===== config.mk =====
export PLATFORM = sky130hd
export DESIGN_NAME = imem_fetch_ctrl
export DESIGN_NICKNAME = d
export VERILOG_FILES = /design/src/rtl/fetch_pkg.sv /design/src/rtl/fetch_buf.sv /design/src/rtl/imem_fetch_ctrl.sv
export SDC_FILE = /design/constraint.sdc
export NUM_CORES = 1
export LEC_CHECK = 0
export CAP_MARGIN = 0
export CORE_UTILIZATION = 30
export DETAILED_ROUTE_END_ITERATION = 6
export HOLD_SLACK_MARGIN = 0.05
export PLACE_DENSITY = 0.52
export SLEW_MARGIN = 10
export SYNTH_ARGS = -nofsm -noshare
export SYNTH_HDL_FRONTEND = slang
export SYNTH_SLANG_ARGS = --single-unit

===== constraint.sdc =====
create_clock -name i_clk -period 2.2 [get_ports i_clk]
set_clock_uncertainty 0.2 [all_clocks]
set_input_delay 0.44 -clock i_clk [delete_from_list [all_inputs] [get_ports i_clk]]
set_output_delay 0.44 -clock i_clk [all_outputs]
set_load 0.03 [all_outputs]

===== src/rtl/fetch_pkg.sv =====
// Shared types and constants for the instruction-fetch sequencer.
package fetch_pkg;

   localparam int CAUSE_W = 2;
   localparam int CNT_W   = 32;

   typedef enum logic [1:0] {
      RUN   = 2'd0,
      DRAIN = 2'd1,
      FAULT = 2'd2
   } fetch_state_e;

   typedef enum logic [1:0] {
      FC_NONE     = 2'b00,
      FC_MISALIGN = 2'b01,
      FC_RANGE    = 2'b10
   } fault_cause_e;

   // Misalignment outranks out-of-range when a PC is wrong both ways.
   function automatic fault_cause_e classify_pc(input logic [1:0] pc_lsb,
                                                input logic       out_of_range);
      fault_cause_e c;
      c = FC_NONE;
      if (pc_lsb != 2'b00) begin
         c = FC_MISALIGN;
      end else if (out_of_range) begin
         c = FC_RANGE;
      end
      return c;
   endfunction

endpackage


===== src/rtl/fetch_buf.sv =====
// Two-entry prefetch FIFO holding {pc, inst}; flush beats push and pop.
module fetch_buf #(
   parameter int W = 64
) (
   input  logic         clk,
   input  logic         rst_n,
   input  logic         push,
   input  logic         pop,
   input  logic         flush,
   input  logic [W-1:0] din,
   output logic [W-1:0] head,
   output logic         full,
   output logic         empty,
   output logic [1:0]   count
);

   logic [W-1:0] mem [2];
   logic [W-1:0] last_head;
   logic         wr_ptr;
   logic         rd_ptr;
   logic [1:0]   cnt;

   // Pointers and occupancy; a flush empties the FIFO regardless of push/pop.
   always_ff @(posedge clk or negedge rst_n) begin
      if (!rst_n) begin
         wr_ptr <= 1'b0;
         rd_ptr <= 1'b0;
         cnt    <= 2'd0;
      end else if (flush) begin
         wr_ptr <= 1'b0;
         rd_ptr <= 1'b0;
         cnt    <= 2'd0;
      end else begin
         if (push) wr_ptr <= ~wr_ptr;
         if (pop)  rd_ptr <= ~rd_ptr;
         cnt <= cnt + {1'b0, push} - {1'b0, pop};
      end
   end

   // Storage is cleared on reset so the head output is never unknown.
   always_ff @(posedge clk or negedge rst_n) begin
      if (!rst_n) begin
         mem[0] <= '0;
         mem[1] <= '0;
      end else if (push && !flush) begin
         mem[wr_ptr] <= din;
      end
   end

   // Remember the most recent head so an empty FIFO keeps showing it.
   always_ff @(posedge clk or negedge rst_n) begin
      if (!rst_n) begin
         last_head <= '0;
      end else begin
         last_head <= head;
      end
   end

   // Head mux: live entry when occupied, otherwise the held copy.
   always_comb begin
      head = (cnt == 2'd0) ? last_head : mem[rd_ptr];
   end

   assign full  = (cnt == 2'd2);
   assign empty = (cnt == 2'd0);
   assign count = cnt;

endmodule


===== src/rtl/imem_fetch_ctrl.sv =====
// Fetch PC sequencer: drives the instruction memory, buffers returned words,
// hands them to decode, and turns illegal fetch PCs into a drained fault.
module imem_fetch_ctrl
   import fetch_pkg::*;
#(
   parameter int                    INST_WIDTH = 32,
   parameter int                    ADDR_WIDTH = 32,
   parameter int                    IMEM_WORDS = 1 << 18,
   parameter logic [ADDR_WIDTH-1:0] RESET_PC   = '0
) (
   input  logic                  i_clk,
   input  logic                  i_rst_n,
   output logic [ADDR_WIDTH-1:0] o_imem_addr,
   input  logic [INST_WIDTH-1:0] i_imem_data,
   output logic                  o_inst_valid,
   input  logic                  i_inst_ready,
   output logic [INST_WIDTH-1:0] o_inst,
   output logic [ADDR_WIDTH-1:0] o_inst_pc,
   input  logic                  i_redirect_valid,
   input  logic [ADDR_WIDTH-1:0] i_redirect_pc,
   output logic                  o_fault,
   output logic [CAUSE_W-1:0]    o_fault_cause,
   output logic [ADDR_WIDTH-1:0] o_fault_pc,
   output logic [CNT_W-1:0]      o_fetch_cnt
);

   // First byte address past the end of instruction memory.
   localparam longint unsigned LIMIT = 64'(IMEM_WORDS) * 64'd4;
   localparam int              ENT_W = ADDR_WIDTH + INST_WIDTH;

   logic [ADDR_WIDTH-1:0] pc_q;
   fetch_state_e          state_q;
   fault_cause_e          cause_q;
   logic [ADDR_WIDTH-1:0] fpc_q;
   logic [CNT_W-1:0]      cnt_q;

   fault_cause_e          pc_cause;
   logic                  pc_legal;
   logic                  buf_full;
   logic                  buf_empty;
   logic [1:0]            buf_count;
   logic [ENT_W-1:0]      buf_head;
   logic                  deq;
   logic                  enq;

   assign pc_cause = classify_pc(pc_q[1:0], (64'(pc_q) >= LIMIT));
   assign pc_legal = (pc_cause == FC_NONE);

   // A redirect hides the head for its cycle so nothing older slips through.
   assign o_inst_valid = !buf_empty && !i_redirect_valid && (state_q != FAULT);
   assign deq          = o_inst_valid && i_inst_ready;
   assign enq          = (state_q == RUN) && pc_legal && !i_redirect_valid &&
                         (!buf_full || deq);

   fetch_buf #(
      .W (ENT_W)
   ) u_buf (
      .clk   (i_clk),
      .rst_n (i_rst_n),
      .push  (enq),
      .pop   (deq),
      .flush (i_redirect_valid),
      .din   ({pc_q, i_imem_data}),
      .head  (buf_head),
      .full  (buf_full),
      .empty (buf_empty),
      .count (buf_count)
   );

   assign o_inst_pc = buf_head[ENT_W-1:INST_WIDTH];
   assign o_inst    = buf_head[INST_WIDTH-1:0];

   // Fetch PC: jumps on redirect, steps a word on every enqueue.
   always_ff @(posedge i_clk or negedge i_rst_n) begin
      if (!i_rst_n) begin
         pc_q <= RESET_PC;
      end else if (i_redirect_valid) begin
         pc_q <= i_redirect_pc;
      end else if (enq) begin
         pc_q <= pc_q + ADDR_WIDTH'(4);
      end
   end

   // RUN/DRAIN/FAULT sequencing with the fault cause and PC latched on entry.
   always_ff @(posedge i_clk or negedge i_rst_n) begin
      if (!i_rst_n) begin
         state_q <= RUN;
         cause_q <= FC_NONE;
         fpc_q   <= '0;
      end else if (i_redirect_valid) begin
         state_q <= RUN;
         cause_q <= FC_NONE;
         fpc_q   <= '0;
      end else begin
         case (state_q)
            RUN: begin
               if (!pc_legal) begin
                  state_q <= DRAIN;
                  cause_q <= pc_cause;
                  fpc_q   <= pc_q;
               end
            end
            DRAIN: begin
               // Older buffered words finish first; the last pop counts as empty.
               if ((buf_count == 2'd0) || ((buf_count == 2'd1) && deq)) begin
                  state_q <= FAULT;
               end
            end
            FAULT: begin
               state_q <= FAULT;
            end
            default: begin
               state_q <= RUN;
            end
         endcase
      end
   end

   // Accepted-instruction counter, wrapping naturally.
   always_ff @(posedge i_clk or negedge i_rst_n) begin
      if (!i_rst_n) begin
         cnt_q <= '0;
      end else if (deq) begin
         cnt_q <= cnt_q + CNT_W'(1);
      end
   end

   assign o_imem_addr   = pc_q;
   assign o_fault       = (state_q == FAULT);
   assign o_fault_cause = (state_q == FAULT) ? cause_q : FC_NONE;
   assign o_fault_pc    = (state_q == FAULT) ? fpc_q : '0;
   assign o_fetch_cnt   = cnt_q;

endmodule


-- Word-level counts from Yosys, hierarchy flattened
Index checks and enable logic that the tools add are counted.
- flip-flop bits (word level): 296
- bits of input ports: 68
- output and inout port bits: 164
- logic and storage cells: 82
- $add $sub $neg: 4
- magnitude comparators: 4
- equality and inequality tests: 8
- mux-type cells: 28
- bitwise logic cells: 4
- reductions and logical operators: 23
- operator list (kind ; count):
    64-bit 2-to-1 mux ; 5
    32-bit 2-to-1 mux ; 6
    128-bit bitwise mux ; 1
    64-bit demux with 1-bit select ; 1
    32-bit by 1-bit adder with 32-bit output, second input constant ; 1
    32-bit by 3-bit adder with 32-bit output, second input constant ; 1
    32-bit by 21-bit >= comparator with 1-bit output, second input constant ; 1
    2-bit 2-to-1 mux ; 10
    1-bit logical AND ; 9
    2-bit nonzero test ; 4
    2-bit zero test ; 3
    3-bit != test, second input constant ; 2
    2-bit one-hot mux with 3 select lines ; 1
    2-bit by 1-bit == test with 1-bit output, second input constant ; 2
    2-bit == test, second input constant ; 2
    2-bit >= comparator, second input constant ; 2
    1-bit 2-to-1 mux ; 4
    2-bit != test, second input constant ; 2
    1-bit NOT with 2-bit output ; 2
    2-bit AND reduction ; 2
    1-bit zero test ; 3
    2-bit by 1-bit adder with 2-bit output ; 1
    1-bit logical OR ; 2
    2-bit by 1-bit < comparator with 1-bit output, second input constant ; 1
    2 further kinds ; 3

-- Longest topological paths before layout
- depth after elaboration: 10
- depth in mapped cells: 11
- mapped depth without buffers: 10

-- Modules after synthesis
From an unflattened synthesis, not the netlist that was laid out.
- cell total of the unflattened synthesis: 1116
- area, all modules: 13419.1 µm²
- modules (own cells, without submodules) (module ; instances ; cells each ; area each (µm²) ; seq. area each (µm²)):
    fetch_buf ; 1 ; 574 ; 8321.7 ; 4904.7
    imem_fetch_ctrl ; 1 ; 542 ; 5097.4 ; 2502.4

-- Least setup slack after synthesis
No wires, ideal clock.
- kind: register to output
- from: reg u_buf.rd_ptr
- to: out o_inst[14]
- arrival time: 2030 ps
- setup slack: -470 ps
- stages on the path, launching flop included: 5
- cells stage by stage: dfrtp_1 > clkbuf_1 > buf_1 > mux2i_1 > o21ai_0
- word-level cells in the longest chain between the ends: 5
- ends and longest elaborated chain (element ; line ; text):
    start, declared ; fetch_buf.sv:20 ; logic rd_ptr;
    start signal, assigned ; fetch_buf.sv:35 ; if (pop) rd_ptr <= ~rd_ptr;
    1-bit NOT with 2-bit output (not written as such) ; fetch_buf.sv:61 ; head = (cnt == 2'd0) ? last_head : mem[rd_ptr];
    64-bit 2-to-1 mux (not written as such) (3 in series) ; fetch_buf.sv:61 ;
    64-bit 2-to-1 mux ; fetch_buf.sv:61 ;
    end, declared ; imem_fetch_ctrl.sv:17 ; output logic [INST_WIDTH-1:0] o_inst,
No other way between the ends. The select of a mux whose other input is x is not followed.

-- Final worst setup path
- from: reg u_buf.cnt[0] (netlist: u_buf.count[0])
- to: out o_inst_pc[1]
- word-level cells in the longest chain between the ends: 2
- ends and longest elaborated chain (element ; line ; text):
    start, declared ; fetch_buf.sv:21 ; logic [1:0] cnt;
    start signal, assigned ; fetch_buf.sv:36 ; cnt <= cnt + {1'b0, push} - {1'b0, pop};
    2-bit zero test ; fetch_buf.sv:61 ;
    64-bit 2-to-1 mux ; fetch_buf.sv:61 ;
    end, declared ; imem_fetch_ctrl.sv:18 ; output logic [ADDR_WIDTH-1:0] o_inst_pc,
No other way between the ends.

==> flow_summary_export.csv <==
group,metric,value,unit
outcome,status,"finished with violations",
outcome,failed_checks,"design-rule violations, negative setup slack",
flow_run,max_cap_viol_count,0,
yosys,synth_edf_count,0,
floorplan,dieArea,0.0429,mm^2
global_routing,grt_max_degree,69,
route,ant_nets,0,
yosys,yosysWarnings,0,
sta,finalHoldViolations,0,
yosys,synth_top_area_cell,"dfrtp_1",
cts,htree_levels,2,
power,leakage,9.84,nW
yosys,synth_ff_type,"dfrtp_1",
floorplan,die_y,207,um
sta,tightest_slew,0.549,ns
yosys,avgSynthCellArea,12.4,um^2
route,drt_iter0_drc,427,
placed_design,place_ws,-0.534,ns
placed_design,portBuffers,231,
placed_design,placed_area,0.0165,mm^2
yosys,yosys-mux-area-fraction,0.169,
floorplan,ios,232,
route,drt_wl_total,40700,um
yosys,yosys.area_share.simple,0.114,
cts,cts_tree,"done",
global_routing,grt_pass1_wl,61600,um
sta,hold_ws,0.167,ns
critical_path,rrSetupSlack,-0.41,ns
global_routing,antenna_found_initial,2,
yosys,synthesis.instances,1016,
sta,finalWorstSetupSlack,-0.412,ns
global_routing,overflow,0,
yosys,synth_top_family_by_area,"multiplexers",
layout,diodes,0,
critical_path,required,1.56,ns
placed_design,hpwl,23600,um
critical_path,r2r_end,"u_buf.last_head[0]$_DFF_PN0_",
sta,max_freq,383,MHz
power,pwr-share-clk,0.463,
global_routing,grt_use_total,0.186,
cts,cts.sinks,296,
critical_path,setup.worst_path.start_class,"flop",
yosys,synthesis.nets,1092,
power,vdd_drop_max,449,uV
power,p_per_area,676,mW/mm^2
cts,cts_buffers,38,
yosys,synth_compound_area_frac,0.0650,
power,pwr-share-seq,0.407,
cts,clk_path_buf_depth,3,
cts,cts-root-buf,"clkbuf_16",
yosys,ys_async_sr_fraction,1.00,
critical_path,end_kind,"output pin",
critical_path,path_max_fanout,16,
critical_path,worstRegToRegCells,16,
sta,slew_headroom,0.634,
sta,post-route-min-period,2.61,ns
sta,period_share,1.19,
sta,drv_slew,0,
layout,nets,1509,
power,switching_power,0.00359,W
sta,rsz0062_at_grt,"true",
yosys,synth_commonest_cells,"296 x dfrtp_1, 112 x nand2_1, 78 x o21ai_0",
route,drt_first_pass_iters,6,
layout,fillers,3564,
global_routing,grt_pass1_vias,9970,
route,viasPerCell,4.72,
power,switching_share,0.253,
layout,area_growth,66.6,%
sta,fin_tns_setup,-74.03,ns
floorplan,core-area,0.0412,mm^2
floorplan,die-width,207,um
yosys,yosysMostFrequentCell,"dfrtp_1",
placed_design,place.gp.congestion,0.787,
yosys,synth_seq_cells,296,
yosys,synth_xor_area_frac,0.0285,
floorplan,rows,74,
power,internal_power,0.0106,W
sta,setup_viol,287,
cts,clk_latency,0.54,ns
floorplan,initial_utilization,0.306,
route,post-route-drc-count,10,
cts,clk_pin_slew,0.05,ns
route,routedWlPerCell,20.4,um
yosys,ys_top_cells_by_area,"dfrtp_1 59%, mux2_2 6.1%, mux2_4 5.5%, mux2i_1 5.3%, nand2_1 3.3%",
yosys,synth_fa_ha_area_frac,0.00793,
yosys,netlist.area_leader.share,0.587,
critical_path,worstPathArrival,1.97,ns
yosys,netlist_area,0.0126,mm^2
yosys,synth.distinct_cells,53,
power,p_comb_frac,0.130,
min_path,hold_class,"input port to async pin",
critical_path,r2r-start,"u_buf.count[0]$_DFF_PN0_",
layout,final_area,0.0210,mm^2
yosys,synth-seq-area-share,0.587,
layout,drive_above_1_share,0.507,
route,vias,9423,
critical_path,criticalPathCategory,"flop to output pin",
==> worst max-delay path: stages (launching register included) <==
cell and delay [ns]:
dfrtp_1 0.39, buf_6 0.13, nor2_4 0.13, buf_12 0.14, buf_12 0.12, buf_12 0.16, nand2_2 0.07, o21ai_2 0.10
buf_6 0.17
==> kinds of logic after synthesis <==
kind of cell,after synthesis
DFF,296
xor gates and xnor gates,41
AOI/OAI and AO/OA,135
muxes,181
buffers and inverters,78
adders and majority gates,8
and+or+nand+nor,277
==> repair_timing <==
action                                  4_1_cts  5_1_grt
hold buffers                                  1        0
cloned                                       22        9
setup buffers                                66       26
hold endpoints to repair                    221        0
resized for setup                           378      206
endpoints found under the setup margin      305      302
pin swaps                                    39       84
==> per-layer routing <==
metal  vias to the layer above  track usage  wire (um)
li1                       4377            -          -
met1                      4756        0.253      18200
met2                       231        0.291      19100
met3                        55       0.0500       2510
met4                         4       0.0553        828
met5                         -            0         22
==> through the flow <==
step	total power, W	utilization	cells
6_report	0.0142	0.510	1995
5_1_grt	0.0148	0.510	1995
4_1_cts	0.0143	0.489	1976
3_5_place_dp	0.00734	0.401	1820
3_3_place_gp	0.00733	0.401	1820
2_1_floorplan	0.00648	-	1016
==> power by group through the flow <==
stage | Combinational, W | Sequential (W) | Clock, W
floorplan | 0.000511 | 0.00597 | 0
global placement | 0.00149 | 0.00584 | 0
detailed placement | 0.00150 | 0.00584 | 0
CTS | 0.00170 | 0.00576 | 0.00680
global route | 0.00198 | 0.00580 | 0.00700
finish | 0.00185 | 0.00578 | 0.00659
==> registers in the layout (all words and copies together) (netlist names) <==
register / flops
u_buf.mem: 128
u_buf.count: 2
u_buf.wr_ptr: 1
o_fetch_cnt: 32
state_q: 2
cause_q: 2
u_buf.rd_ptr: 1
o_imem_addr: 32
u_buf.last_head: 64
fpc_q: 32
==> area by class of cell <==
cell class	count	area, um^2	share of cell area
inverters	19	83.8	0.00399
clock inverters	13	165	0.00786
clock buffers	57	1180	0.0560
well taps	532	666	0.0317
repair buffers	435	5130	0.244
multi-input cells	643	6370	0.303
flip-flops and latches	296	7430	0.353
==> cells in the final DEF, fill, tap and decap left out, types with 49 or more instances in the layout <==
master	Yosys	layout
clkdlybuf4s50_1	0	65
dfrtp_1	296	280
buf_6	6	118
buf_4	5	102
and2_4	0	50
buf_12	0	50
mux2i_1	67	66
nand2_1	112	69
mux2_4	46	96
o21ai_2	1	49
dlygate4sd2_1	0	55
==> worst max path at each step <==
stage / cells after the start / startpoint / slack (ns) / endpoint
detailed placement: 7 / i_inst_ready / -0.53 / u_buf.mem[72]$_DFFE_PN0P_
global route: 8 / u_buf.count[0]$_DFF_PN0_ / -0.50 / o_inst_pc[9]
floorplan: 7 / o_imem_addr[24]$_DFFE_PN0P_ / -0.21 / u_buf.mem[68]$_DFFE_PN0P_
CTS: 8 / u_buf.count[0]$_DFF_PN0_ / -0.43 / o_inst[11]
finish: 8 / u_buf.count[0]$_DFF_PN0_ / -0.41 / o_inst_pc[1]
global placement: 7 / i_inst_ready / -0.53 / u_buf.mem[77]$_DFFE_PN0P_
Note: power is estimated with default switching activity, not from simulation.
